`src/rtl/alu_cond_evaluator.sv`:
```
// NZCV status register with a LIFO save/restore stack and a handshaked branch-condition evaluator.
// Define ALU_COND_BYPASS_EN to evaluate a query against the incoming ALU flags in a flag_we cycle.
module alu_cond_evaluator #(
  parameter int STACK_DEPTH = 4,
  localparam int CW = $clog2(STACK_DEPTH + 1)
) (
  input  logic          clk,
  input  logic          rst,
  input  logic          flag_we,
  input  logic          zero_flag,
  input  logic          carry_flag,
  input  logic          overflow_flag,
  input  logic          negative_flag,
  input  logic          flags_push,
  input  logic          flags_pop,
  input  logic          cond_valid,
  input  logic [3:0]    cond_code,
  output logic          cond_ready,
  output logic          res_valid,
  output logic          res_taken,
  input  logic          res_ready,
  output logic [3:0]    flags_q,
  output logic [CW-1:0] stack_count,
  output logic          stack_err
);

  logic [3:0]    status_q, status_d;
  logic [CW-1:0] stackCount_q, stackCount_d;
  logic          stackErr_q;
  logic          resValid_q, resTaken_q;
  // Sized to the full index range so stack_count can address it directly.
  logic [3:0]    stack_q [2**CW];

  logic [3:0]    aluFlags, evalFlags, stackTop;
  logic [CW-1:0] topIdx;
  logic          stackFull, stackEmpty;
  logic          doPush, doPop, doSwap, errEvt, accept;

  assign aluFlags   = {negative_flag, zero_flag, carry_flag, overflow_flag};
  assign stackFull  = (stackCount_q == CW'(STACK_DEPTH));
  assign stackEmpty = (stackCount_q == '0);
  assign topIdx     = stackCount_q - CW'(1);
  assign stackTop   = stack_q[topIdx];

  // A push+pop on an empty stack degrades to a plain push plus an underflow.
  assign doSwap = flags_push & flags_pop & !stackEmpty;
  assign doPush = flags_push & ((!flags_pop & !stackFull) | (flags_pop & stackEmpty));
  assign doPop  = flags_pop & !flags_push & !stackEmpty;
  assign errEvt = (flags_push & !flags_pop & stackFull) | (flags_pop & stackEmpty);

  always_comb begin
    status_d     = status_q;
    stackCount_d = stackCount_q;
    if (flag_we)
      status_d = aluFlags;
    else if (doPop || doSwap)
      status_d = stackTop;
    if (doPush)
      stackCount_d = stackCount_q + CW'(1);
    else if (doPop)
      stackCount_d = stackCount_q - CW'(1);
  end

`ifdef ALU_COND_BYPASS_EN
  assign evalFlags = flag_we ? aluFlags : status_q;
`else
  assign evalFlags = status_q;
`endif

  function automatic logic evalCond(input logic [3:0] code, input logic [3:0] f);
    logic n, z, c, v;
    {n, z, c, v} = f;
    case (code)
      4'd0:    return z;
      4'd1:    return !z;
      4'd2:    return c;
      4'd3:    return !c;
      4'd4:    return n;
      4'd5:    return !n;
      4'd6:    return v;
      4'd7:    return !v;
      4'd8:    return c & !z;
      4'd9:    return !c | z;
      4'd10:   return n == v;
      4'd11:   return n != v;
      4'd12:   return !z & (n == v);
      4'd13:   return z | (n != v);
      4'd14:   return 1'b1;
      default: return 1'b0;
    endcase
  endfunction

  always_ff @(posedge clk or posedge rst) begin
    if (rst) begin
      status_q     <= '0;
      stackCount_q <= '0;
      stackErr_q   <= 1'b0;
      for (int i = 0; i < 2**CW; i++)
        stack_q[i] <= '0;
    end else begin
      status_q     <= status_d;
      stackCount_q <= stackCount_d;
      stackErr_q   <= stackErr_q | errEvt;
      if (doPush)
        stack_q[stackCount_q] <= status_q;
      if (doSwap)
        stack_q[topIdx] <= status_q;
    end
  end

  assign cond_ready = !resValid_q | res_ready;
  assign accept     = cond_valid & cond_ready;

  // res_taken deliberately keeps its last value once the result is drained.
  always_ff @(posedge clk or posedge rst) begin
    if (rst) begin
      resValid_q <= 1'b0;
      resTaken_q <= 1'b0;
    end else if (accept) begin
      resValid_q <= 1'b1;
      resTaken_q <= evalCond(cond_code, evalFlags);
    end else if (res_ready) begin
      resValid_q <= 1'b0;
    end
  end

  assign res_valid   = resValid_q;
  assign res_taken   = resTaken_q;
  assign flags_q     = status_q;
  assign stack_count = stackCount_q;
  assign stack_err   = stackErr_q;

endmodule

```
`config.mk`:
```
export PLATFORM = sky130hd
export DESIGN_NAME = alu_cond_evaluator
export DESIGN_NICKNAME = d
export VERILOG_FILES = /design/src/rtl/alu_cond_evaluator.sv
export SDC_FILE = /design/constraint.sdc
export NUM_CORES = 1
export LEC_CHECK = 0
export ABC_AREA = 1
export BUFFER_PORTS_ARGS = -buffer_cell sky130_fd_sc_hd__buf_2
export CORE_ASPECT_RATIO = 1.1
export CORE_MARGIN = 2
export CORE_UTILIZATION = 52
export DETAILED_ROUTE_END_ITERATION = 10
export PLACE_DENSITY = 0.74
export SLEW_MARGIN = 20
export SYNTH_ARGS = -nofsm -noshare
export SYNTH_HDL_FRONTEND = slang
export SYNTH_SLANG_ARGS = --single-unit
```
`constraint.sdc`:
```
create_clock -name clk -period 1.9 [get_ports clk]
set_clock_uncertainty 0.05 [all_clocks]
set_input_delay 0 -clock clk [delete_from_list [all_inputs] [get_ports clk]]
set_output_delay 0 -clock clk [all_outputs]
set_load 0.03 [all_outputs]
```
==> flow_summary.yaml <==
global_route:
  antenna_found_initial: 0
  grt_pass1_wl_um: 9301
  grt_pass1_vias: 2060
  grt.busiest_layer: "met2"
  grt_util_met2_pct: 40.09
  grt_max_degree: 43
  grt_usage_pct: 24.83
  grt_use_met1_pct: 33.53
  grt-ovfl-total: 0
  met3_usage_pct: 4.236
setup_path:
  crit_path_start: "stack_count[1]"
  arrival_ns: 2.03
  crit_type: "reg -> reg"
  crit_path_end_kind: "register"
  required_ns: 2.03
  cp_max_fo: 6
  rr_startpoint: "stack_count[1]"
  startpoint_type: "register"
  reg2reg_to: "flags_q[0]"
  r2r_cells: 10
  crit_path_end: "flags_q[0]"
  r2r_slack_ns: -0.004
cts:
  cts_root_buffer: "clkbuf_8"
  insertion_delay_ns: 0.29
  cts.sinks: 42
  htree_levels: 2
  clockBufferDepth: 2
  cts_tree: "done"
  clkTransAtPathRegs_ns: 0.08
  cts_buffers: 5
floorplan:
  core_area_mm2: 0.004317
  die_w_um: 67.84
  num_rows: 25
  die_y_um: 74.22
  ios: 26
  start_util_pct: 54.00
  die_area_mm2: 0.005035
routing:
  avgRoutedWirePerCell_um: 14.05
  via_per_inst: 5.283
  first_pass_iters: 6
  drtIter0Drc: 176
  drc_errors: 0
  num_vias: 2224
  final_antenna_net_count: 0
  drt-total-wl_um: 5915
synth:
  syn_area_mm2: 0.002331
  syn_inst: 317
  synthArstFlopShare_pct: 100.0
  syn_avg_cell_area_um2: 7.353
  yosysWarnings: 0
  postSynthNetCount: 336
  synth_cell_types: 23
  yosys_register_bits: 42
  synthFlopType: "dfrtp_1"
  synth_edf_count: 0
  synth_seq_area_share_pct: 45.09
sta:
  finalCritPeriodShare_pct: 100.2
  setup_ws_ns: -0.003993
  max_freq_mhz: 525.2
  post-route-min-period_ns: 1.904
  whs_ns: 0.05886
  tightest_slew_ns: 0.5287
  setup_violations: 1
  rsz0062_at_grt: "yes"
  final_max_slew_viol_count: 0
  slew_headroom_pct: 64.75
  finalHoldViolCount: 0
finish:
  final_nets: 385
  antenna_cells: 0
  final_cell_mix: "nand2_1 (87), inv_1 (48), dfrtp_1 (40)"
  fillers: 352
  layout_commonest_cell: "nand2_1"
  synthToLayoutAreaGrowth_pct: 27.27
  drive_above_1_share_pct: 19.35
placement:
  post-dp-hpwl_um: 4005
  port_buffers: 25
  place.gp.congestion: 0.9897
min_path:
  hold_class: "in -> reg"
power_and_ir_drop:
  p_leak_nw: 1.412
  p_total_w: 0.005069
  powerDensity_mw_per_mm2: 1709
  ir_worst_vdd_mv: 0.8352
outcome:
  violations: "setup timing"
  status: "complete, but fails checks"
run:
  cap_violations: 0
-- stage by stage --
step	cell area, um2	TNS, ns	worst slack, ns	utilization (%)	cells
finish	2967	-0.003993	-0.003993	68.72	421
global route	2967	-0.5359	-0.1260	68.72	421
CTS	2801	0	0.008736	64.90	418
detailed placement	2572	-0.003169	-0.003169	59.59	397
global placement	2572	0	0.06648	59.59	397
floorplan	2359	0	0.006634	-	317
-- synth_stat cells, types with 2 or more instances --
cell type  number  area, um2
dfrtp_1        42       1051
a21oi_1         4      20.02
o21ai_2         8      70.07
buf_6           2      22.52
inv_1          51      191.4
ha_1            4      50.05
nand2_1        87      326.6
o21ai_0        36      180.2
nor2_1         19      71.32
o21ai_1         2      10.01
clkbuf_1        3      11.26
o22ai_1        12      75.07
nand3_1        34      170.2
buf_2           4      20.02
-- state kept, by name (all words and copies together) (netlist names) --
name and flops:
res_taken 1, res_valid 1, stack_q 32, stack_err 1, stack_count 3, flags_q 4
-- worst max-delay path, cell delays in order, from the launching register on --
cell and delay [ns]:
dfrtp_2 0.43, inv_4 0.06, ha_4 0.17, ha_4 0.30
clkinvlp_4 0.20, nand3_4 0.16, o22ai_1 0.09, nor2_1 0.11
nand2_1 0.08, nand2_1 0.07, nand3_1 0.07
-- logic make-up after synthesis --
logic type	after synthesis	synth area share, %
AOI/OAI and AO/OA	65	16.26
DFF	42	45.09
and+or+nand+nor	144	25.44
buffers and inverters	61	10.68
adders and majority gates	4	2.147
xor gates and xnor gates	1	0.3758
-- how the worst min path moves through the flow --
| stage | start | endpoint | cells after the start |
|---|---|---|---|
| floorplan | flag_we | flags_q[0] | 2 |
| global placement | rst | stack_q[30] | 3 |
| detailed placement | rst | res_valid | 3 |
| CTS | res_ready | res_taken | 6 |
| global route | flag_we | flags_q[1] | 4 |
| finish | res_ready | res_taken | 6 |
-- routing by layer --
| layer | wire length (um) | vias to the layer above |
|---|---|---|
| li1 | - | 1116 |
| met1 | 2596 | 1033 |
| met2 | 2844 | 57 |
| met3 | 302 | 18 |
| met4 | 171 | 0 |
| met5 | 0 | - |
-- power by group --
group          switching [W]  internal (W)
clock               0.000290      0.000293
combinational        0.00192       0.00101
sequential          0.000236       0.00131
total                0.00245       0.00262
-- timing repair --
action	CTS	global route
resized for setup	1	27
setup endpoints to repair	1	35
hold buffers	13	0
setup buffers	0	3
pin swaps	0	7
endpoints found under the hold margin	49	0
-- area by class of cell --
| class | instances | area, um2 | area share, % |
|---|---|---|---|
| Tap cell | 54 | 67.56 | 2.278 |
| Timing Repair Buffer | 51 | 355.3 | 11.98 |
| Inverter | 52 | 205.2 | 6.917 |
| Clock buffer | 7 | 86.33 | 2.910 |
| Clock inverter | 1 | 5.005 | 0.1687 |
| Sequential cell | 42 | 1054 | 35.51 |
| Multi-Input combinational cell | 214 | 1194 | 40.24 |
No activity file was read; power rests on OpenSTA's default activity.
